$ cat src/rtl/cache_req_arbiter.sv
// cache_req_arbiter: shares one 2-way two-level cache between two requesters.
// A round-robin arbiter picks one read at a time. That read gets one cache_read
// pulse. The cache hit flags then choose a latency class (L1, L2 or memory), and
// the matching penalty runs before a tagged response is returned.
// Optional feature: define CACHE_ARB_STATS_EN to add saturating per-level
// hit counters (stat_l1_cnt, stat_l2_cnt, stat_mem_cnt).
module cache_req_arbiter #(
  parameter int unsigned ADDR_WIDTH  = 11,
  parameter int unsigned DATA_WIDTH  = 32,
  parameter int unsigned L2_PENALTY  = 2,
  parameter int unsigned MEM_PENALTY = 8
`ifdef CACHE_ARB_STATS_EN
  ,
  parameter int unsigned STAT_WIDTH  = 16
`endif
) (
  input  logic                  clk,
  input  logic                  rst,
  input  logic                  req0_valid,
  input  logic [ADDR_WIDTH-1:0] req0_addr,
  output logic                  req0_ready,
  input  logic                  req1_valid,
  input  logic [ADDR_WIDTH-1:0] req1_addr,
  output logic                  req1_ready,
  output logic                  resp_valid,
  input  logic                  resp_ready,
  output logic                  resp_id,
  output logic [DATA_WIDTH-1:0] resp_data,
  output logic [1:0]            resp_level,
  output logic [ADDR_WIDTH-1:0] cache_addr,
  output logic                  cache_read,
  input  logic [DATA_WIDTH-1:0] cache_read_data,
  input  logic                  cache_l1_hit,
  input  logic                  cache_l2_hit,
`ifdef CACHE_ARB_STATS_EN
  output logic [STAT_WIDTH-1:0] stat_l1_cnt,
  output logic [STAT_WIDTH-1:0] stat_l2_cnt,
  output logic [STAT_WIDTH-1:0] stat_mem_cnt,
`endif
  output logic                  busy
);

  // The counter only has to hold the largest penalty. Keep at least one bit.
  localparam int unsigned CNT_W = (MEM_PENALTY > 0) ? $clog2(MEM_PENALTY + 1) : 1;

  localparam logic [CNT_W-1:0] PEN_L2  = CNT_W'(L2_PENALTY);
  localparam logic [CNT_W-1:0] PEN_MEM = CNT_W'(MEM_PENALTY);
  localparam logic [CNT_W-1:0] PEN_ONE = CNT_W'(1);

  localparam logic [1:0] LVL_L1  = 2'd0;
  localparam logic [1:0] LVL_L2  = 2'd1;
  localparam logic [1:0] LVL_MEM = 2'd2;

  typedef enum logic [2:0] {
    S_IDLE,
    S_ISSUE,
    S_WAIT,
    S_PENALTY,
    S_RESP
  } state_t;

  state_t           state;
  logic             last_grant;
  logic             id_q;
  logic [CNT_W-1:0] pen_cnt;
  logic [1:0]       wait_level;
  logic [CNT_W-1:0] wait_pen;

  // Grant: a lone requester wins. On a tie the one not served last wins.
  always_comb begin
    req0_ready = 1'b0;
    req1_ready = 1'b0;
    if (state == S_IDLE) begin
      req0_ready = req0_valid && (!req1_valid || last_grant);
      req1_ready = req1_valid && (!req0_valid || !last_grant);
    end
  end

  // Classify the cache result. An L1 hit takes priority when both flags are set.
  always_comb begin
    wait_level = LVL_MEM;
    wait_pen   = PEN_MEM;
    if (cache_l1_hit) begin
      wait_level = LVL_L1;
      wait_pen   = '0;
    end else if (cache_l2_hit) begin
      wait_level = LVL_L2;
      wait_pen   = PEN_L2;
    end
  end

  // Request sequencing FSM with registered outputs.
  always_ff @(posedge clk or posedge rst) begin
    if (rst) begin
      state      <= S_IDLE;
      last_grant <= 1'b1;
      id_q       <= 1'b0;
      pen_cnt    <= '0;
      resp_valid <= 1'b0;
      resp_id    <= 1'b0;
      resp_data  <= '0;
      resp_level <= LVL_L1;
      cache_addr <= '0;
      cache_read <= 1'b0;
      busy       <= 1'b0;
    end else begin
      case (state)
        S_IDLE: begin
          if (req0_ready || req1_ready) begin
            id_q       <= req1_ready;
            last_grant <= req1_ready;
            cache_addr <= req1_ready ? req1_addr : req0_addr;
            cache_read <= 1'b1;
            busy       <= 1'b1;
            state      <= S_ISSUE;
          end
        end
        S_ISSUE: begin
          cache_read <= 1'b0;
          state      <= S_WAIT;
        end
        S_WAIT: begin
          resp_data  <= cache_read_data;
          resp_level <= wait_level;
          resp_id    <= id_q;
          pen_cnt    <= wait_pen;
          if (wait_pen == '0) begin
            resp_valid <= 1'b1;
            state      <= S_RESP;
          end else begin
            state      <= S_PENALTY;
          end
        end
        S_PENALTY: begin
          pen_cnt <= pen_cnt - PEN_ONE;
          if (pen_cnt <= PEN_ONE) begin
            resp_valid <= 1'b1;
            state      <= S_RESP;
          end
        end
        S_RESP: begin
          if (resp_ready) begin
            resp_valid <= 1'b0;
            busy       <= 1'b0;
            state      <= S_IDLE;
          end
        end
        default: begin
          cache_read <= 1'b0;
          resp_valid <= 1'b0;
          busy       <= 1'b0;
          state      <= S_IDLE;
        end
      endcase
    end
  end

`ifdef CACHE_ARB_STATS_EN
  localparam logic [STAT_WIDTH-1:0] STAT_ONE = STAT_WIDTH'(1);

  // Per-level result counters. Each one stops at all-ones.
  always_ff @(posedge clk or posedge rst) begin
    if (rst) begin
      stat_l1_cnt  <= '0;
      stat_l2_cnt  <= '0;
      stat_mem_cnt <= '0;
    end else if (state == S_WAIT) begin
      case (wait_level)
        LVL_L1:  if (stat_l1_cnt  != '1) stat_l1_cnt  <= stat_l1_cnt  + STAT_ONE;
        LVL_L2:  if (stat_l2_cnt  != '1) stat_l2_cnt  <= stat_l2_cnt  + STAT_ONE;
        default: if (stat_mem_cnt != '1) stat_mem_cnt <= stat_mem_cnt + STAT_ONE;
      endcase
    end
  end
`endif

endmodule
$ cat config.mk
export PLATFORM = sky130hd
export DESIGN_NAME = cache_req_arbiter
export DESIGN_NICKNAME = d
export VERILOG_FILES = /design/src/rtl/cache_req_arbiter.sv
export SDC_FILE = /design/constraint.sdc
export NUM_CORES = 1
export LEC_CHECK = 0
export ABC_AREA = 0
export BUFFER_PORTS_ARGS = -buffer_cell sky130_fd_sc_hd__buf_2
export CAP_MARGIN = 10
export CORE_MARGIN = 5
export CORE_UTILIZATION = 51
export CTS_CLUSTER_DIAMETER = 60
export DETAILED_ROUTE_END_ITERATION = 8
export PLACE_DENSITY_LB_ADDON = 0.08
export SYNTH_ARGS = -nofsm -noshare
export SYNTH_HDL_FRONTEND = slang
export SYNTH_SLANG_ARGS = --single-unit
$ cat constraint.sdc
create_clock -name clk -period 5 [get_ports clk]
set_clock_uncertainty 0.2 [all_clocks]
set_input_delay 0.25 -clock clk [delete_from_list [all_inputs] [get_ports clk]]
set_output_delay 0.25 -clock clk [all_outputs]
set_load 0.02 [all_outputs]
# Word level (Yosys, flattened, before mapping)
# Index checks and enable logic that the tools add are counted.
dict set report word_totals {
  input_bits 61
  word_cells 63
  output_inout_bits 51
  ff_bits 58
}
dict set report classes {
  eq_ne 8
  bitwise_logic 3
  order_cmp 1
  mux 20
  reduce_logical 19
  n_addsub 1
}
# op n
set op_table {}
lappend op_table {{3-bit one-hot mux with 5 select lines} 1}
lappend op_table {{3-bit two-way mux} 4}
lappend op_table {{11-bit two-way mux} 1}
lappend op_table {{4-bit two-way mux} 2}
lappend op_table {{4-bit one-hot mux with 2 select lines} 1}
lappend op_table {{3-bit by 2-bit == test with 1-bit output, second input constant} 2}
lappend op_table {{1-bit two-way mux} 6}
lappend op_table {{2-bit inequality test, second input constant} 3}
lappend op_table {{3-bit AND reduction} 2}
lappend op_table {{3-bit OR reduction} 2}
lappend op_table {{4-bit by 1-bit <= comparator with 1-bit output, second input constant} 1}
lappend op_table {{4-bit logical NOT} 1}
lappend op_table {{2-bit two-way mux} 2}
lappend op_table {{1-bit one-hot mux with 4 select lines} 1}
lappend op_table {{2-bit AND reduction} 2}
lappend op_table {{4-bit AND reduction} 1}
lappend op_table {{4-bit by 1-bit subtractor with 4-bit output, second input constant} 1}
lappend op_table {{3-bit by 1-bit == test with 1-bit output, second input constant} 1}
lappend op_table {{3-bit == test, second input constant} 1}
lappend op_table {{1-bit logical NOT} 3}
lappend op_table {{3-bit logical NOT} 1}
lappend op_table {{1-bit logical OR} 3}
lappend op_table {{1-bit inverter} 3}
lappend op_table {{1-bit one-hot mux with 3 select lines} 1}
lappend op_table {{other kinds (5)} 6}

# Depth between registers and ports, before layout
# Gate-level depths: netlist of the first run.
dict set report logic_depth {
  word_depth 7
  mapped_depth 8
  mapped_depth_nobuf 6
}

# Least setup slack after synthesis of the first run
# OpenSTA, ideal clock, no wires.
dict set report synth_timing {
  path_type {flip-flop to output port}
  from {register state[0]}
  to {output req0_ready}
  setup_slack_ns 3.420
  arrival_ns 1.130
  stages_incl_launch_ff 5
  path_buffers 1
  t_required_ns 4.550
  path_cell_list {dfrtp_1 buf_4 nor3_4 nand2_1 a21oi_1}
}
dict set report synth_between {
  elab_chain_cells 2
}
# item line_no
set synth_rtl {}
lappend synth_rtl {{start, declared} 62} ;# state_t state;
lappend synth_rtl {{start signal, assigned} 95} ;# state <= S_IDLE;
lappend synth_rtl {{start signal, assigned} 115} ;# state <= S_ISSUE;
lappend synth_rtl {{start signal, assigned} 120} ;# state <= S_WAIT;
lappend synth_rtl {{3-bit logical NOT} 73} ;# if (state == S_IDLE) begin
lappend synth_rtl {{1-bit two-way mux} 73}
lappend synth_rtl {{end, declared} 21} ;# output logic req0_ready,
# Every way passes these cells.

# Worst setup path in the final report of the first run
dict set report layout_timing {
  from {input req0_valid}
  to {output req1_ready}
}
dict set report layout_between {
  elab_chain_cells 4
}
# item line_no
set layout_rtl {}
lappend layout_rtl {{start, declared} 19} ;# input logic req0_valid,
lappend layout_rtl {{1-bit logical NOT} 75} ;# req1_ready = req1_valid && (!req0_valid || !last_grant);
lappend layout_rtl {{1-bit logical OR} 75}
lappend layout_rtl {{1-bit logical AND} 75}
lappend layout_rtl {{1-bit two-way mux} 73}
lappend layout_rtl {{end, declared} 24} ;# output logic req1_ready,
# Every way passes these cells.

==> metrics.cfg, run 1 <==
[run_status]
status = completed

[synth]
ys_ff_latch = 58
syn_area_per_cell_um2 = 9.54
seq_area_frac_synth_pct = 56.4
syn_inst = 270
synth_nets = 333
synth_cell_types = 31
synth-edff-count = 0
netlist_area_mm2 = 0.00258
ys_warn_count = 0
async_flop_share_pct = 100
synthFlopType = dfrtp_1

[sta]
grt_setup_unrepaired = false
tightest_slew_ns = 0.869
fin_crit_ns = 2.40
fin_tns_setup_ns = 0
fmax_ghz = 0.416
holdWs_ns = 0.0180
slew_viol_final = 0
fin_ws_ns = 2.60
maxSlewHeadroom_pct = 42.0
hold_viol_final = 0
setup_viol = 0
fin_crit_sh_pct = 48.0

[routing]
ant_nets = 0
wl_per_cell_um = 13.3
drt_iter0_drc = 92
vias_per_cell = 4.80
vias = 2307
routed_wl_mm = 6.38
drt_first_pass_iters = 4
drcViolationCount = 0

[clocking]
clockBufferDepth = 2
cts-root-buf = clkbuf_8
cts_buffers = 9
insertion_delay_ns = 0.32
htreeDepth = 3
cts_sinks = 58
post_cts_resized = 0
cts_tree = built
cts.clk_slew.worst_paths_ns = 0.06

[critical_path]
crit_family = buffers and inverters
path_class = in2out
critPathMaxStageDelay_ns = 0.59
cpMostUsedCell = buf_2
crit_path_top_delay_cell = a21boi_2
end_kind = output pin
crit_path_start = req0_valid
cp_max_fo = 12
cp_cell_sequence = dlygate4sd3_1 > buf_2 > a21boi_2 > and2_1 > buf_2
timing.critical_path.buf_inv = 3
worstPathArrival_ns = 1.95
worstPathRequired_ns = 4.55
r2r_start = state[0]$_DFFE_PP0P_
start_kind = input pin

[grt]
grt_max_degree = 59
grt_pass1_wl_mm = 10.6
antenna_found_initial = 0
grt_pass1_vias = 2357
grt_usage_pct = 21.2
overflow = 0

[final_layout]
finalNetCount = 476
multi_input_area_um2 = 983
stdcell_area_mm2 = 0.00360
final_common_cell = buf_2
num-fill-cells = 361
mostFrequentLayoutCells = buf_2, nand2_1, dfrtp_1
drive_gt1_share_pct = 33.3
post-route-util_pct = 74.6
antenna_cells = 0
seqCellArea_mm2 = 0.00145
area_delta_synth_final_pct = 39.6
fin_cells = 481

[die]
initial_core_util_pct = 53.5
std_cell_rows = 25
fp.dieW_um = 81.1
dieArea_mm2 = 0.00657
ios = 112
core-area_mm2 = 0.00482
dieHeight_um = 81.1

[placement]
port_buffers = 111
post-place-ws_ns = 2.82
place_inst = 435
gp_congestion = 0.785
dpl_cell_area_mm2 = 0.00311
hpwl_mm = 4.14

[power_and_ir_drop]
p_leak_nw = 1.90
power.density_mw_per_mm2 = 645
power_mw = 2.32
irDropWorstVdd_mv = 0.359

[job]
maxCapViolations = 0

[hold_path]
min_path_type = in2reg
min_from = resp_ready

==> logic make-up after synthesis <==
kind of cell | Yosys count | share of synthesized area, %
AO/OA/AOI/OAI | 33 | 8.45
XOR/XNOR | 1 | 0.340
adder cells (fa/ha/maj) | 2 | 0.971
buffers and inverters | 20 | 5.44
flip-flops | 58 | 56.4
multiplexers | 14 | 5.49
AND/OR/NAND/NOR | 142 | 22.9
==> registers in the layout, indices dropped and copies added, names as in the netlist <==
register / count
resp_data: 32
pen_cnt: 4
resp_level: 2
resp_id: 1
last_grant: 1
cache_read: 1
busy: 1
id_q: 1
cache_addr: 11
state: 3
resp_valid: 1
==> worst reg2reg max path, cell delays in order (launching register included) <==
cell and delay [ns]:
dfrtp_1 0.60, nor3_4 0.31, and2_1 0.74, nor2_1 0.12, a21oi_2 0.14
==> final timing paths <==
check / end / slack, ns / depth (start not counted)
worst max-delay path: req1_ready / 2.60 / 5
worst min-delay path: resp_valid$_DFFE_PP0P_ / 0.02 / 4
worst max register to register: cache_addr[10]$_DFFE_PP0P_ / 2.82 / 4
worst min register to register: resp_data[1]$_DFFE_PP0N_ / 0.27 / 2
max in group asynchronous: resp_data[31]$_DFFE_PP0N_ / 3.64 / 4
min in group asynchronous: busy$_DFFE_PP0P_ / 0.48 / 4
==> what timing repair did <==
item / 4_1_cts / 5_1_grt
endpoints found under the setup margin: 0 / 0
hold endpoints to repair: 90 / 0
hold buffers: 34 / 0
setup buffers: 0 / 0
==> per-layer routing <==
layer / GRT usage [%] / part of all wire, %
met3: 5.32 / 7.9
met1: 25.7 / 42
met4: 11.1 / 2.3
met2: 34.7 / 47
met5: 0 / 0
==> power breakdown <==
part	total (mW)	leakage (nW)	switching [mW]	internal, mW
clock network	0.340	0.0770	0.159	0.181
registers	0.873	0.697	0.165	0.707
logic	1.11	1.13	0.713	0.394
total	2.32	1.90	1.04	1.28
==> synthesized netlist by cell type, types with 2 or more instances <==
cell type  count  area share, %
a21oi_1        8            1.6
a21oi_2        9            3.1
a31oi_1        3           0.73
and2_1         2           0.49
buf_2          4           0.78
buf_4          6            1.7
buf_6          5            2.2
dfrtp_1       57             55
ha_1           2           0.97
inv_1          5           0.73
mux2i_1       13            5.1
nand2_1      107             16
nand2b_1       5            1.2
nor2_1        16            2.3
nor3_1         4           0.78
o21ai_0        6            1.2
o21ai_1        3           0.58
or3_1          2           0.49
==> area by class of cell <==
class                           instances  share of cell area [%]
Clock buffer                           11                    3.93
Clock inverter                          1                   0.139
Tap cell                               67                    2.33
Sequential cell                        58                    40.4
Multi-Input combinational cell        192                    27.3
Timing Repair Buffer                  147                    25.3
Inverter                                5                   0.522
Power figures use the tool's default switching activity.
==> run 2: changes to the inputs <==
Settings changed: CORE_UTILIZATION 51 to 43.
Clock period 5 ns to 2.1 ns, I/O delays scaled along.
==> run 2 against run 1 <==
Final cell count up 8.5%. Utilization down 7.5 points. Total power up 150%. Sequential power up 130%. Sequential cell count unchanged. Via count up 4.0%. Critical path depth unchanged. Clock power rose to 2.6 times the previous value. Critical path type unchanged. Largest power group unchanged.
==> metrics.cfg, run 2 (synthesis results as in run 1) <==
[die]
core-area_mm2 = 0.00589  ; was 0.00482 mm2
initial_core_util_pct = 43.8  ; was 53.5%
std_cell_rows = 28  ; was 25
fp.dieW_um = 87.4  ; was 81.1 um
dieArea_mm2 = 0.00764  ; was 0.00657 mm2
ios = 112  ; unchanged
dieHeight_um = 87.4  ; was 81.1 um

[clocking]
cts_sinks = 58  ; unchanged
insertion_delay_ns = 0.32  ; about the same
clockBufferDepth = 2  ; unchanged
cts-root-buf = clkbuf_8  ; unchanged
htreeDepth = 3  ; unchanged
cts_setup_buffers = 0  ; unchanged
cts.clk_slew.worst_paths_ns = 0.06  ; about the same
cts_tree = built  ; unchanged
cts_buffers = 9  ; unchanged

[critical_path]
cpMostUsedCell = buf_2  ; unchanged
critPathMaxStageDelay_ns = 0.53  ; was 0.59 ns
end_kind = output pin  ; unchanged
path_class = in2out  ; unchanged
start_kind = input pin  ; unchanged
timing.critical_path.buf_inv = 3  ; unchanged
cp_cell_sequence = dlygate4sd3_1 > buf_2 > a21boi_4 > and2_1 > buf_2  ; was dlygate4sd3_1 > buf_2 > a21boi_2 > and2_1 > buf_2
worstPathRequired_ns = 1.79  ; was 4.55 ns
worstPathArrival_ns = 1.66  ; was 1.95 ns
crit_family = buffers and inverters  ; unchanged
crit_path_top_delay_cell = dlygate4sd3_1  ; was a21boi_2
cp_max_fo = 12  ; unchanged

[final_layout]
seqCellArea_mm2 = 0.00145  ; unchanged
num-fill-cells = 470  ; was 361
drive_gt1_share_pct = 32.4  ; was 33.3%
antenna_cells = 0  ; unchanged
top_regs = resp_data: 32 flops, cache_addr: 11 flops, pen_cnt: 4 flops  ; unchanged
regMostFlops = resp_data  ; unchanged
final_common_cell = buf_2  ; unchanged
largest_reg_flops = 32  ; unchanged
finalNetCount = 506  ; was 476
area_delta_synth_final_pct = 53.4  ; was 39.6%
stdcell_area_mm2 = 0.00395  ; was 0.00360 mm2
mostFrequentLayoutCells = buf_2, nand2_1, dlygate4sd3_1  ; was buf_2, nand2_1, dfrtp_1
fin_cells = 522  ; was 481
multi_input_area_um2 = 991  ; was 983 um2

[sta]
grt_setup_unrepaired = false  ; unchanged
fin_tns_setup_ns = 0  ; unchanged
fmax_ghz = 0.508
fin_crit_ns = 1.97
hold_viol_final = 0  ; unchanged
maxSlewHeadroom_pct = 65.6  ; was 42.0%
slew_viol_final = 0  ; unchanged
fin_ws_ns = 0.133  ; was 2.60 ns
setup_viol = 0  ; unchanged
tightest_slew_ns = 0.515  ; was 0.869 ns
fin_crit_sh_pct = 93.7

[grt]
grt_usage_pct = 18.8  ; was 21.2%
antenna_found_initial = 0  ; unchanged
overflow = 0  ; unchanged
grt_pass1_vias = 2405  ; was 2357
grt_max_degree = 59  ; unchanged
grt_pass1_wl_mm = 11.1  ; was 10.6 mm

[routing]
drt_iter0_drc = 92  ; unchanged
vias = 2399  ; was 2307
ant_nets = 0  ; unchanged
drt_first_pass_iters = 4  ; unchanged
wl_per_cell_um = 13.2  ; was 13.3 um
routed_wl_mm = 6.88  ; was 6.38 mm
vias_per_cell = 4.60  ; was 4.80
drcViolationCount = 0  ; unchanged

[placement]
post-place-ws_ns = 0.314  ; was 2.82 ns
port_buffers = 111  ; unchanged
dpl_cell_area_mm2 = 0.00317  ; was 0.00311 mm2
hpwl_mm = 4.20  ; was 4.14 mm
gp_congestion = 0.730  ; was 0.785
place_inst = 447  ; was 435

[power_and_ir_drop]
power.density_mw_per_mm2 = 1460  ; was 645 mW/mm2
power_mw = 5.75  ; was 2.32 mW
p_leak_nw = 2.06  ; was 1.90 nW
p_clk_share_pct = 15.3  ; was 14.7%
internal_power_mw = 3.23  ; was 1.28 mW
seqPwrFrac_pct = 35.2  ; was 37.6%
pwr-share-comb_pct = 49.4  ; was 47.7%
p_switching_mw = 2.52  ; was 1.04 mW
swShare_pct = 43.8  ; was 44.7%
irDropWorstVdd_mv = 0.859  ; was 0.359 mV

[job]
maxCapViolations = 0  ; unchanged

[hold_path]
min_path_type = in2reg  ; unchanged

[run_status]
status = completed  ; unchanged

## run 2: cell count changes in the layout (fill, tap and decap cells not counted), sizes merged
cell | previous run | this run
clkinv | 1 | 3
buf | 113 | 117
dlygate4sd3 | 34 | 60
clkbuf | 11 | 12
## run 2: stage by stage
stage | hold WS (ns) | util [%]
floorplan | -0.0250 | -
global placement | -0.0145 | 53.9
detailed placement | -0.00890 | 53.9
CTS | 0.0548 | 67.2
global route | 0.116 | 67.2
finish | 0.0578 | 67.2
## run 2: layout make-up
type / count / share of cell area [%]
clock inverter: 3 / 0.380
timing repair buffer: 177 / 31.0
inverter: 5 / 0.475
tap: 75 / 2.37
sequential: 58 / 36.8
clock buffer: 12 / 3.93
multi-input combinational: 192 / 25.1
## run 2: what timing repair did
action | CTS | global route
endpoints found under the hold margin | 110 | 0
gates resized for setup | 1 | 0
endpoints found under the setup margin | 1 | 0
hold buffers | 60 | 0
## run 2: per-layer routing
metal / wire length [um] / share of wire, % / up-vias / track usage, %
met5: 0 / 0 / - / 0
met4: 209 / 3.0 / 0 / 10.7
met3: 543 / 7.9 / 20 / 5.39
met2: 3030 / 44 / 96 / 27.9
met1: 3100 / 45 / 1077 / 24.5
li1: - / - / 1206 / -
## run 2: power groups by stage
stage               registers (mW)  clock network (mW)  logic (mW)
detailed placement            2.04                   0        2.75
global placement              2.03                   0        2.70
finish                        2.03               0.882        2.84
CTS                           2.02               0.920        2.87
global route                  2.10               0.969        3.15
floorplan                     2.55                   0        1.47
## run 2: worst min-delay path: stages
cell and delay [ns]:
buf_2 0.12, or2_1 0.11, a21oi_1 0.06, o21ai_0 0.14
## run 2: final timing paths
check	start	end	slack (ns)	cells past startpoint
max	req0_valid	req1_ready	0.13	5
min	req1_valid	busy$_DFFE_PP0P_	0.06	4
max reg2reg	state[2]$_DFFE_PP0P_	last_grant$_DFFE_PP1P_	0.27	4
min reg2reg	resp_data[10]$_DFFE_PP0N_	resp_data[10]$_DFFE_PP0N_	0.27	2
max in group asynchronous	rst	last_grant$_DFFE_PP1P_	1.21	4
min in group asynchronous	rst	cache_addr[10]$_DFFE_PP0P_	0.20	4
